<file path="src/rtl/mcyc_ctrl.sv">
// Multi-cycle control sequencer for the MIPS-subset datapath.
// Walks FETCH/DECODE/EXEC/MEM/WB, stalls on mem_ready, traps on bad ops.
module mcyc_ctrl #(
    parameter int CNT_W   = 32,
    parameter int TIMEOUT = 255
) (
    input  logic             clk,
    input  logic             reset_n,
    input  logic             run,
    input  logic [5:0]       opcode,
    input  logic [5:0]       funct,
    input  logic             zero,
    input  logic             mem_ready,
    output logic             mem_req,
    output logic             mem_ifetch,
    output logic             dm_we,
    output logic             ir_we,
    output logic             pc_we,
    output logic [1:0]       pc_src,
    output logic             reg_we,
    output logic [1:0]       reg_dst,
    output logic [1:0]       wb_sel,
    output logic             alu_src,
    output logic             sign_ext,
    output logic [2:0]       alu_op,
    output logic [2:0]       state,
    output logic             trap,
    output logic [CNT_W-1:0] retired
);

    localparam logic [2:0] S_IDLE   = 3'd0;
    localparam logic [2:0] S_FETCH  = 3'd1;
    localparam logic [2:0] S_DECODE = 3'd2;
    localparam logic [2:0] S_EXEC   = 3'd3;
    localparam logic [2:0] S_MEM    = 3'd4;
    localparam logic [2:0] S_WB     = 3'd5;
    localparam logic [2:0] S_TRAP   = 3'd7;

    localparam int TW = (TIMEOUT < 2) ? 1 : $clog2(TIMEOUT + 1);

    logic [2:0]       state_q, state_d;
    logic [CNT_W-1:0] retired_q, retired_d;
    logic [TW-1:0]    tmo_q, tmo_d, tmo_inc;
    logic             done, waiting, tmo_hit;

    // The IR holds the instruction after FETCH, so decode straight off it.
    logic is_r, is_add, is_sub, is_slt, is_jr, is_ralu;
    logic is_addi, is_xori, is_lw, is_sw, is_beq, is_bne;
    logic is_j, is_jal, is_alu_i, is_exec, taken;

    assign is_r     = (opcode == 6'h00);
    assign is_add   = is_r & (funct == 6'h20);
    assign is_sub   = is_r & (funct == 6'h22);
    assign is_slt   = is_r & (funct == 6'h2A);
    assign is_jr    = is_r & (funct == 6'h08);
    assign is_ralu  = is_add | is_sub | is_slt;
    assign is_addi  = (opcode == 6'h08);
    assign is_xori  = (opcode == 6'h0E);
    assign is_lw    = (opcode == 6'h23);
    assign is_sw    = (opcode == 6'h2B);
    assign is_beq   = (opcode == 6'h04);
    assign is_bne   = (opcode == 6'h05);
    assign is_j     = (opcode == 6'h02);
    assign is_jal   = (opcode == 6'h03);
    assign is_alu_i = is_addi | is_lw | is_sw;
    assign is_exec  = is_ralu | is_alu_i | is_xori | is_beq | is_bne;
    assign taken    = (is_beq & zero) | (is_bne & ~zero);

    // State, retired counter and memory-wait counter registers.
    always_ff @(posedge clk or negedge reset_n) begin
        if (!reset_n) begin
            state_q   <= S_IDLE;
            retired_q <= '0;
            tmo_q     <= '0;
        end else begin
            state_q   <= state_d;
            retired_q <= retired_d;
            tmo_q     <= tmo_d;
        end
    end

    // Next state, completion and memory-wait timeout.
    always_comb begin
        state_d = state_q;
        done    = 1'b0;
        waiting = ((state_q == S_FETCH) || (state_q == S_MEM)) && !mem_ready;
        tmo_inc = tmo_q + TW'(1);
        tmo_hit = (TIMEOUT != 0) && waiting && (tmo_inc == TW'(TIMEOUT));
        case (state_q)
            S_IDLE: if (run) state_d = S_FETCH;
            S_FETCH: begin
                if (mem_ready)    state_d = S_DECODE;
                else if (tmo_hit) state_d = S_TRAP;
            end
            S_DECODE: begin
                unique case (1'b1)
                    is_exec:                 state_d = S_EXEC;
                    is_j | is_jal | is_jr:   done    = 1'b1;
                    default:                 state_d = S_TRAP;
                endcase
            end
            S_EXEC: begin
                if (is_ralu | is_addi | is_xori) state_d = S_WB;
                else if (is_lw | is_sw)          state_d = S_MEM;
                else if (is_beq | is_bne)        done    = 1'b1;
                else                             state_d = S_TRAP;
            end
            S_MEM: begin
                if (mem_ready) begin
                    if (is_sw) done    = 1'b1;
                    else       state_d = S_WB;
                end else if (tmo_hit) begin
                    state_d = S_TRAP;
                end
            end
            S_WB:    done    = 1'b1;
            S_TRAP:  state_d = S_TRAP;
            default: state_d = S_TRAP;
        endcase
        if (done) state_d = run ? S_FETCH : S_IDLE;
        tmo_d     = (waiting && (state_d == state_q)) ? tmo_inc : '0;
        retired_d = retired_q + CNT_W'(done);
    end

    // Datapath strobes and selects for the current state.
    always_comb begin
        mem_req    = 1'b0;
        mem_ifetch = 1'b0;
        dm_we      = 1'b0;
        ir_we      = 1'b0;
        pc_we      = 1'b0;
        pc_src     = 2'd0;
        reg_we     = 1'b0;
        reg_dst    = 2'd0;
        wb_sel     = 2'd0;
        alu_src    = 1'b0;
        sign_ext   = 1'b0;
        alu_op     = 3'b000;
        trap       = 1'b0;
        if ((state_q == S_EXEC) || (state_q == S_MEM)) begin
            unique case (1'b1)
                is_add:   alu_op = 3'b000;
                is_sub:   alu_op = 3'b001;
                is_slt:   alu_op = 3'b011;
                is_alu_i: begin
                    alu_src  = 1'b1;
                    sign_ext = 1'b1;
                end
                is_xori: begin
                    alu_src = 1'b1;
                    alu_op  = 3'b010;
                end
                is_beq | is_bne: alu_op = 3'b001;
                default: alu_op = 3'b000;
            endcase
        end
        case (state_q)
            S_FETCH: begin
                mem_req    = 1'b1;
                mem_ifetch = 1'b1;
                ir_we      = mem_ready;
                pc_we      = mem_ready;
            end
            S_DECODE: begin
                if (is_jr) begin
                    pc_we  = 1'b1;
                    pc_src = 2'd3;
                end else if (is_j | is_jal) begin
                    pc_we  = 1'b1;
                    pc_src = 2'd2;
                    if (is_jal) begin
                        reg_we  = 1'b1;
                        reg_dst = 2'd2;
                        wb_sel  = 2'd2;
                    end
                end
            end
            S_EXEC: begin
                if (taken) begin
                    pc_we  = 1'b1;
                    pc_src = 2'd1;
                end
            end
            S_MEM: begin
                mem_req = 1'b1;
                dm_we   = is_sw;
            end
            S_WB: begin
                reg_we  = 1'b1;
                reg_dst = is_ralu ? 2'd1 : 2'd0;
                wb_sel  = is_lw ? 2'd1 : 2'd0;
            end
            S_TRAP:  trap = 1'b1;
            default: trap = 1'b0;
        endcase
    end

    assign state   = state_q;
    assign retired = retired_q;

endmodule

</file>
<file path="config.mk">
export PLATFORM = sky130hd
export DESIGN_NAME = mcyc_ctrl
export DESIGN_NICKNAME = d
export VERILOG_FILES = /design/src/rtl/mcyc_ctrl.sv
export SDC_FILE = /design/constraint.sdc
export NUM_CORES = 1
export LEC_CHECK = 0
export ABC_AREA = 1
export BUFFER_PORTS_ARGS = -buffer_cell sky130_fd_sc_hd__buf_2
export CAP_MARGIN = 15
export CORE_MARGIN = 2
export CORE_UTILIZATION = 53
export CTS_CLUSTER_DIAMETER = 80
export DETAILED_ROUTE_END_ITERATION = 12
export PLACE_DENSITY = 0.92
export SETUP_SLACK_MARGIN = 0.1
export SYNTH_ARGS = -nofsm -noshare
export SYNTH_HDL_FRONTEND = slang
export SYNTH_SLANG_ARGS = --single-unit
</file>
<file path="constraint.sdc">
create_clock -name clk -period 2.9 [get_ports clk]
set_input_delay 0.29 -clock clk [delete_from_list [all_inputs] [get_ports clk]]
set_output_delay 0.29 -clock clk [all_outputs]
set_load 0.02 [all_outputs]
</file>
==> results of run 1 <==
## timing repair
item                       CTS  global route
setup buffers                1             6
hold buffers                 0             0
gates resized for setup      0            13
pin swaps                    1             3
setup endpoints to repair    3            14
## layout make-up
cell class / count / share of cell area
Multi-Input combinational cell: 249 / 0.432
Clock inverter: 1 / 0.00151
Clock buffer: 6 / 0.0250
Inverter: 57 / 0.0647
Tap cell: 67 / 0.0253
Sequential cell: 43 / 0.326
Timing Repair Buffer: 78 / 0.126
## worst register-to-register path: cells and delay by family, from the launching register on
family	cells	cell delay, ns
buffers and inverters	4	0.34
xor gates and xnor gates	1	0.14
DFF	1	0.41
adders and majority gates	2	0.38
and+or+nand+nor	12	1.42
## power groups by stage
stage          combinational [uW]  clock, uW  sequential [uW]
6_report                      814        387              778
2_1_floorplan                 446          0              842
3_5_place_dp                  746          0              780
3_3_place_gp                  726          0              772
5_1_grt                       894        417              787
4_1_cts                       751        394              769
## cells by family (layout without fill, tap and decap cells)
group           Yosys count  after routing  synth area share
other cells               1              1           0.00139
buf+inv                  59            142            0.0852
flops                    43             43             0.400
compound gates           16             16            0.0382
fa+ha+maj                 4              4            0.0186
xor+xnor                 33             33             0.107
simple gates            195            195             0.349
## per-stage QoR
step / util / setup TNS (ns) / instance area (um2)
3_3_place_gp: 0.650 / 0 / 3130
3_5_place_dp: 0.650 / 0 / 3130
4_1_cts: 0.670 / 0 / 3230
2_1_floorplan: - / 0 / 2700
5_1_grt: 0.687 / -0.0369 / 3310
6_report: 0.687 / 0 / 3310
## registers in the layout (all words and copies together), names as in the netlist
register,count
retired,32
state,3
tmo_q,8
## routing by layer
metal  vias up  GRT usage  wire, um
li1       1252          -         -
met1      1183      0.307      2800
met2        88      0.404      3230
met3        10     0.0535       348
met4         0     0.0975       108
met5         -          0         0
## worst max-delay path by stage
stage,end,slack (ns)
CTS,retired[18]$_DFF_PN0_,0.11
global route,retired[18]$_DFF_PN0_,-0.04
floorplan,retired[18]$_DFF_PN0_,0.11
finish,retired[18]$_DFF_PN0_,0.13
detailed placement,retired[18]$_DFF_PN0_,0.001
global placement,retired[24]$_DFF_PN0_,0.21
## Yosys cell counts, drive strengths merged, types with 2 or more instances
| cell | count | area, um2 |
|---|---|---|
| nand2 | 73 | 294 |
| nor2 | 65 | 304 |
| inv | 57 | 214 |
| dfrtp | 43 | 1080 |
| nand3 | 29 | 170 |
| xor2 | 22 | 193 |
| nor3 | 17 | 100 |
| xnor2 | 11 | 96.3 |
| a21oi | 7 | 46.3 |
| nand4 | 7 | 43.8 |
| ha | 4 | 50.1 |
| o21ai | 4 | 20.0 |
| buf | 2 | 15.0 |
| o21a | 2 | 15.0 |
| or2 | 2 | 12.5 |
==> impl_metrics.py, run 1 <==
metrics = {
    "run_status": {
        "outcome": "complete, no violations",
    },
    "cts": {
        "clockBufferDepth": 2,
        "clock-root-buffer": "clkbuf_8",
        "htreeDepth": 2,
        "tritoncts": "done",
        "cts_buffers": 5,
        "clock-sinks": 43,
        "clk_pin_slew_ns": 0.08,
        "insertion_delay_ns": 0.30,
    },
    "critical_path": {
        "crit_family": "simple AND/OR/NAND/NOR gates",
        "r2r_slack_ns": 0.13,
        "reg2reg_from": "state[2]$_DFF_PN0_",
        "cp.depth": 19,
        "cp-start-kind": "flip-flop",
        "slowest_delay_ns": 0.41,
        "timing.rr.end": "retired[18]$_DFF_PN0_",
        "end_kind": "flip-flop",
        "crit_slowest_cell": "dfrtp_1",
        "worstSetupStartpoint": "state[2]$_DFF_PN0_",
        "critPathMaxFanout": 5,
        "path_buf_inv": 4,
        "cp.arrival_ns": 2.95,
        "critical_path_required_ns": 3.08,
        "worstPathCellList": "inv_2 > nand2_2 > nor2_4 > inv_1 > nor2_1 > inv_1 > nand2_1 > nor2_2 > inv_1 > ha_2 > ha_2 > nand2_1 > nor2_2 > nand4_1 > nor2_4 > nand3_2 > nor2_1 > nand2_1 > xnor2_1",
        "critPathKind": "reg2reg",
        "r2r_cells": 19,
    },
    "timing": {
        "finClkSkew_ns": 0.00577,
        "slew_headroom": 0.383,
        "fin_crit_ns": 2.77,
        "drv_slew": 0,
        "hold_viol": 0,
        "max_freq_mhz": 361,
        "post-route-period-util": 0.956,
        "setup_ws_ns": 0.127,
        "finalSetupViolCount": 0,
        "tightest_slew_ns": 0.925,
        "hold_ws_ns": 0.126,
    },
    "synthesis": {
        "synth_edf_count": 0,
        "syn_nets": 372,
        "synth_async_sr_flop_share": 1.00,
        "yosysUniqueCellTypes": 30,
        "ys.flop_type": "dfrtp_1",
        "synth.yosys.seq_area_share": 0.400,
        "syn-cell-area_um2": 2690,
        "ys.warnings.count": 0,
        "synth_seq_cells": 43,
        "synthCells": 351,
        "syn_avg_cell_area_um2": 7.66,
    },
    "run": {
        "cap_violations": 0,
    },
    "finish": {
        "seqCellArea_um2": 1080,
        "drive_gt1_frac": 0.302,
        "finalNonFillerCells": 501,
        "n_antenna_cell": 0,
        "fill_cells": 412,
        "multi_input_area_um2": 1430,
        "final_net_count": 455,
        "syn_to_final_growth_pct": 23.0,
        "final_cell_mix": "buf_2 (68), nand2_1 (66), inv_1 (53)",
        "final_common_cell": "buf_2",
    },
    "routing": {
        "ant_nets": 0,
        "wl_per_cell_um": 12.9,
        "post_drt_via_cell_ratio": 5.06,
        "wl_mm": 6.49,
        "drc": 0,
        "num_vias": 2533,
        "firstDrtPassIters": 5,
        "drtIter0Drc": 182,
    },
    "pwr": {
        "total_power_uw": 1980,
        "power_density_nw_per_um2": 598,
        "power_switching_uw": 834,
        "pwr-share-seq": 0.393,
        "comb_power_share": 0.411,
        "swShare": 0.421,
        "intPower_uw": 1150,
        "leakage_uw": 0.00180,
        "clkPwrFrac": 0.195,
        "ir_drop_mv": 0.407,
    },
    "placed_design": {
        "dp_cells": 487,
        "pre_cts_slack_ns": 0.00104,
        "place.gp.congestion": 0.983,
        "numPortBuffers": 68,
        "place_hpwl_mm": 4.88,
    },
    "hold_path": {
        "hold_class": "in2async",
    },
    "global_route": {
        "grt_max_degree": 44,
        "grt_pass1_vias": 2432,
        "grt-ovfl-total": 0,
        "grt_first_pass_wirelength_mm": 10.5,
        "antenna_found_initial": 0,
        "gr-usage-all-layers": 0.242,
    },
    "floorplan": {
        "start_util": 0.558,
        "die_w_um": 75.2,
        "design.die.area_um2": 5660,
        "rows": 25,
        "io_pins": 70,
        "core_um2": 4820,
        "die_height_um": 75.2,
    },
}
(Power assumes the default switching activity.)
==> inputs of run 2 (changes only) <==
--- a/config.mk
+++ b/config.mk
@@ -9,10 +9,11 @@
 export BUFFER_PORTS_ARGS = -buffer_cell sky130_fd_sc_hd__buf_2
 export CAP_MARGIN = 15
 export CORE_MARGIN = 2
-export CORE_UTILIZATION = 53
+export CORE_UTILIZATION = 48
 export CTS_CLUSTER_DIAMETER = 80
 export DETAILED_ROUTE_END_ITERATION = 12
-export PLACE_DENSITY = 0.92
+export PLACE_DENSITY = 0.88
+export RECOVER_POWER = 100
 export SETUP_SLACK_MARGIN = 0.1
 export SYNTH_ARGS = -nofsm -noshare
 export SYNTH_HDL_FRONTEND = slang
==> constraint.sdc (replaced) <==
create_clock -name clk -period 2.4 [get_ports clk]
set_input_delay 0.24 -clock clk [delete_from_list [all_inputs] [get_ports clk]]
set_output_delay 0.24 -clock clk [all_outputs]
set_load 0.02 [all_outputs]
==> run 2 against run 1 <==
  * Sequential cell count unchanged
  * Setup slack lost 0.35 ns
  * The flow now finishes with violations (max-capacitance violations, max-slew violations, negative setup slack)
  * Die area increased by 9.9%
  * Highest routed layer unchanged
==> impl_metrics.py, run 2 (synthesized netlist as in run 1, its figures left out) <==
metrics = {
    "pwr": {
        "power_switching_uw": 1200,
        "clkPwrFrac": 0.228,
        "leakage_uw": 0.00206,
        "power_density_nw_per_um2": 790,
        "total_power_uw": 2980,
        "ir_drop_mv": 0.603,
        "comb_power_share": 0.452,
        "pwr-share-seq": 0.320,
        "swShare": 0.402,
        "intPower_uw": 1780,
    },
    "placed_design": {
        "numPortBuffers": 68,
        "place.gp.congestion": 0.985,
        "place_hpwl_mm": 5.42,
        "pre_cts_slack_ns": -0.131,
    },
    "critical_path": {
        "crit_family": "simple AND/OR/NAND/NOR gates",
        "cpMostUsedCell": "nor2_4",
        "worstSetupStartpoint": "state[0]$_DFF_PN0_",
        "crit_slowest_cell": "dfrtp_2",
        "cp.arrival_ns": 2.83,
        "end_kind": "flip-flop",
        "slowest_delay_ns": 0.45,
        "reg2reg_from": "state[0]$_DFF_PN0_",
        "cp-start-kind": "flip-flop",
        "critPathMaxFanout": 4,
        "critical_path_required_ns": 2.60,
        "critPathKind": "reg2reg",
        "path_buf_inv": 2,
        "worstPathCellList": "nor2_4 > nand2_2 > nor3_4 > nand2_1 > nand2_1 > nor2_2 > inv_2 > ha_4 > ha_4 > nand2_4 > nor2_4 > nand4_1 > nor2_4 > buf_4 > nand2_2 > nor2_2 > xor2_1",
    },
    "timing": {
        "hold_ws_ns": 0.331,
        "rsz0062_at_grt": "yes",
        "fin_crit_ns": 2.62,
        "setup_ws_ns": -0.225,
        "max_freq_mhz": 381,
        "tightest_slew_ns": 1.64,
        "drv_slew": 31,
        "finalSetupViolCount": 9,
        "finClkSkew_ns": 0.00622,
        "post-route-period-util": 1.09,
        "hold_viol": 0,
        "slew_headroom": -0.0949,
    },
    "global_route": {
        "grt_first_pass_wirelength_mm": 13.1,
        "grt_pass1_vias": 2826,
        "grt-ovfl-total": 0,
        "grt_max_degree": 31,
        "antenna_found_initial": 0,
        "gr-usage-all-layers": 0.267,
    },
    "routing": {
        "drc": 0,
        "post_drt_via_cell_ratio": 5.51,
        "ant_nets": 0,
        "wl_per_cell_um": 16.1,
        "drtIter0Drc": 311,
        "num_vias": 3015,
        "wl_mm": 8.82,
        "firstDrtPassIters": 6,
    },
    "floorplan": {
        "rows": 27,
        "die_height_um": 78.8,
        "core_um2": 5470,
        "start_util": 0.491,
        "io_pins": 70,
        "die_w_um": 78.8,
        "design.die.area_um2": 6220,
    },
    "cts": {
        "htreeDepth": 2,
        "clockBufferDepth": 2,
        "clock-sinks": 43,
        "clock-root-buffer": "clkbuf_8",
        "clk_pin_slew_ns": 0.09,
        "tritoncts": "done",
        "cts_buffers": 5,
        "insertion_delay_ns": 0.30,
    },
    "finish": {
        "final_cell_mix": "nand2_1 (62), buf_2 (57), inv_1 (50)",
        "final_common_cell": "nand2_1",
        "largest_reg_flops": 32,
        "syn_to_final_growth_pct": 40.3,
        "final_net_count": 495,
        "drive_gt1_frac": 0.377,
        "n_antenna_cell": 0,
    },
    "run_status": {
        "failed_checks": "max-capacitance violations, max-slew violations, negative setup slack",
        "outcome": "finished, violations left",
    },
    "hold_path": {
        "hold_class": "in2reg",
        "holdCritStartpoint": "mem_ready",
    },
    "run": {
        "cap_violations": 1,
    },
}
==> run 2: cell types whose count changed in the layout (fill, tap and decap cells not counted), sizes merged <==
cell,before,now
buf,78,106
dlygate4sd3,0,1
bufinv,0,2
clkbuf,6,16
clkinv,1,0
clkinvlp,0,1
==> run 2: final timing paths <==
kind | to | slack [ns] | depth (start not counted)
setup / recovery | retired[24]$_DFF_PN0_ | -0.22 | 17
hold / removal | state[2]$_DFF_PN0_ | 0.33 | 4
setup reg to reg | retired[24]$_DFF_PN0_ | -0.22 | 17
hold reg to reg | retired[31]$_DFF_PN0_ | 0.47 | 1
max in group asynchronous | state[1]$_DFF_PN0_ | 0.44 | 2
min in group asynchronous | retired[29]$_DFF_PN0_ | 0.90 | 2
==> run 2: area by class of cell <==
class                      count  area [um2]
fill                         378        1700
sequential                    43        1080
multi-input combinational    249        1540
clock buffer                   5        68.8
tap                           72        90.1
inverter                      57         214
timing repair buffer         118         712
clock inverter                 3        67.6
==> run 2: metal layers <==
metal	wire [um]	GRT usage	part of all wire
met2	4310	0.463	0.49
met5	0	0	0
met4	312	0.0810	0.035
met3	833	0.0682	0.094
met1	3360	0.328	0.38
==> run 2: worst register-to-register path, cell delays in order (launching register included) <==
cell and delay (ns):
dfrtp_2 0.45, nor2_4 0.13, nand2_2 0.09, nor3_4 0.19
nand2_1 0.07, nand2_1 0.09, nor2_2 0.05, inv_2 0.07
ha_4 0.14, ha_4 0.14, nand2_4 0.05, nor2_4 0.11
nand4_1 0.16, nor2_4 0.21, buf_4 0.14, nand2_2 0.07
nor2_2 0.14, xor2_1 0.24
==> run 2: timing repair <==
item / 4_1_cts / 5_1_grt
endpoints found under the hold margin: 29 / 0
buffers inserted: 24 / 7
hold buffers: 1 / 0
resized for setup: 5 / 17
endpoints found under the setup margin: 10 / 19
pin swaps: 10 / 18
==> run 2: stage by stage <==
stage	setup TNS (ns)	utilization	std cells	area (um2)
floorplan	-0.426	-	351	2770
global placement	0	0.610	509	3340
detailed placement	-0.372	0.610	509	3340
CTS	0	0.672	542	3680
global route	-1.80	0.689	547	3770
finish	-0.636	0.689	547	3770
==> run 2: power by group through the flow <==
stage | sequential [uW] | clock [uW] | combinational [uW]
after floorplan | 1040 | 0 | 569
after global placement | 949 | 0 | 1020
after detailed placement | 955 | 0 | 1030
after CTS | 942 | 678 | 1220
after global routing | 960 | 709 | 1420
final | 952 | 679 | 1350
==> inputs of run 3 (changes only) <==
--- a/config.mk
+++ b/config.mk
@@ -8,6 +8,7 @@
 export ABC_AREA = 1
 export BUFFER_PORTS_ARGS = -buffer_cell sky130_fd_sc_hd__buf_2
 export CAP_MARGIN = 15
+export CORE_ASPECT_RATIO = 1.4
 export CORE_MARGIN = 2
 export CORE_UTILIZATION = 48
 export CTS_CLUSTER_DIAMETER = 80
==> run 3 against run 2 <==
  * The flow finishes with violations (negative setup slack)
  * Critical endpoint is now retired[18]$_DFF_PN0_
  * Final area decreased by 3.9%
  * Clock skew decreased by 0.0023 ns
  * Largest power group unchanged
  * Sequential share of layout area increased by 1.2 points
  * Non-clock buffer count decreased by 13
==> impl_metrics.py, run 3 (synthesized netlist as in run 1, its figures left out) <==
metrics = {
    "run_status": {
        "outcome": "finished, violations left",
        "failed_checks": "negative setup slack",
    },
    "cts": {
        "cts_buffers": 5,
        "clock-sinks": 43,
        "clk_pin_slew_ns": 0.08,
        "insertion_delay_ns": 0.30,
        "htreeDepth": 2,
        "clockBufferDepth": 2,
        "tritoncts": "done",
        "clock-root-buffer": "clkbuf_8",
    },
    "finish": {
        "final_common_cell": "nand2_1",
        "final_net_count": 482,
        "largest_reg_flops": 32,
        "syn_to_final_growth_pct": 34.8,
        "final_cell_mix": "nand2_1 (64), inv_1 (50), buf_2 (48)",
        "n_antenna_cell": 0,
        "drive_gt1_frac": 0.333,
        "finalNonFillerCells": 530,
        "design_area_um2": 3620,
    },
    "routing": {
        "wl_mm": 7.60,
        "firstDrtPassIters": 5,
        "drc": 0,
        "wl_per_cell_um": 14.3,
        "ant_nets": 0,
        "drtIter0Drc": 159,
        "num_vias": 2771,
        "post_drt_via_cell_ratio": 5.23,
    },
    "timing": {
        "finClkSkew_ns": 0.00393,
        "post-route-period-util": 1.01,
        "setup_ws_ns": -0.0283,
        "tightest_slew_ns": 1.42,
        "timing.setup.tns_ns": -0.0341,
        "rsz0062_at_grt": "yes",
        "drv_slew": 0,
        "fin_crit_ns": 2.43,
        "slew_headroom": 0.0520,
        "max_freq_mhz": 412,
        "finalSetupViolCount": 2,
        "hold_viol": 0,
    },
    "floorplan": {
        "io_pins": 70,
        "die_height_um": 92.6,
        "die_w_um": 67.3,
        "core_um2": 5450,
        "rows": 32,
        "design.die.area_um2": 6220,
        "start_util": 0.494,
    },
    "global_route": {
        "gr-usage-all-layers": 0.242,
        "grt_pass1_vias": 2739,
        "grt-ovfl-total": 0,
        "grt_first_pass_wirelength_mm": 11.5,
        "antenna_found_initial": 0,
        "grt_max_degree": 28,
    },
    "hold_path": {
        "hold_class": "in2reg",
    },
    "critical_path": {
        "cpMostUsedCell": "nand2_1",
        "end_kind": "flip-flop",
        "crit_family": "simple AND/OR/NAND/NOR gates",
        "crit_slowest_cell": "dfrtp_2",
        "cp.arrival_ns": 2.61,
        "slowest_delay_ns": 0.44,
        "path_buf_inv": 3,
        "worstPathCellList": "buf_4 > nand2_1 > nor2_1 > inv_1 > nand2_1 > nor2_2 > inv_2 > ha_4 > ha_4 > nand2_4 > nor2_4 > nand4_1 > nor2_4 > nand3_2 > nor2_2 > nand2_1 > xnor2_1",
        "critical_path_required_ns": 2.58,
        "critPathMaxFanout": 5,
        "critPathKind": "reg2reg",
        "cp-start-kind": "flip-flop",
    },
    "run": {
        "cap_violations": 0,
    },
    "pwr": {
        "leakage_uw": 0.00196,
        "ir_drop_mv": 0.538,
        "power_density_nw_per_um2": 735,
    },
    "placed_design": {
        "place.gp.congestion": 0.904,
        "numPortBuffers": 68,
        "place_area_um2": 3350,
        "place_hpwl_mm": 5.56,
        "dp_cells": 508,
    },
}
-- run 3: worst paths after layout --
kind / start / end / slack (ns) / depth (start not counted)
worst max-delay path: state[0]$_DFF_PN0_ / retired[18]$_DFF_PN0_ / -0.03 / 17
worst min-delay path: mem_ready / state[2]$_DFF_PN0_ / 0.29 / 4
worst max register to register: state[0]$_DFF_PN0_ / retired[18]$_DFF_PN0_ / -0.03 / 17
worst min register to register: retired[31]$_DFF_PN0_ / retired[31]$_DFF_PN0_ / 0.49 / 1
max in group asynchronous: reset_n / retired[2]$_DFF_PN0_ / 0.65 / 3
min in group asynchronous: reset_n / retired[31]$_DFF_PN0_ / 0.81 / 2
-- run 3: timing repair --
item | 4_1_cts | 5_1_grt
setup buffers | 8 | 5
setup endpoints to repair | 7 | 13
pin swaps | 4 | 2
resized for setup | 8 | 10
endpoints found under the hold margin | 26 | 0
hold buffers | 1 | 0
-- run 3: final cells by class --
type                            count  area (um2)
Tap cell                           68        85.1
Inverter                           57         214
Clock inverter                      3        43.8
Fill cell                         437        1820
Sequential cell                    43        1080
Multi-Input combinational cell    249        1540
Timing Repair Buffer              105         596
Clock buffer                        5        68.8
-- run 3: worst register-to-register path, cell delays in order (launching register included) --
cell and delay [ns]:
dfrtp_2 0.44, buf_4 0.14, nand2_1 0.04, nor2_1 0.14, inv_1 0.10, nand2_1 0.09
nor2_2 0.05, inv_2 0.07, ha_4 0.15, ha_4 0.14, nand2_4 0.05, nor2_4 0.08
nand4_1 0.16, nor2_4 0.17, nand3_2 0.12, nor2_2 0.14, nand2_1 0.10, xnor2_1 0.14
-- run 3: metrics by stage --
stage | power [uW] | utilization | setup slack [ns] | hold WS (ns)
final | 2660 | 0.665 | -0.0283 | 0.292
after detailed placement | 2000 | 0.616 | -0.165 | 0.272
after CTS | 2640 | 0.654 | 0.0533 | 0.277
after floorplan | 1600 | - | -0.143 | -0.0556
after global placement | 1960 | 0.616 | 0.000402 | 0.271
after global routing | 2830 | 0.665 | -0.201 | 0.320
-- run 3: power by group --
group	leakage, uW	internal (uW)	total, uW	switching [uW]
logic	0.00136	467	1160	689
clock network	0.0000581	310	560	250
registers	0.000545	818	945	128
-- run 3: layer usage --
| metal | part of all wire | GRT usage | vias to the layer above |
|---|---|---|---|
| li1 | - | - | 1310 |
| met1 | 0.36 | 0.250 | 1310 |
| met5 | 0 | 0 | - |
| met2 | 0.55 | 0.454 | 120 |
| met4 | 0.037 | 0.126 | 0 |
| met3 | 0.060 | 0.0304 | 31 |
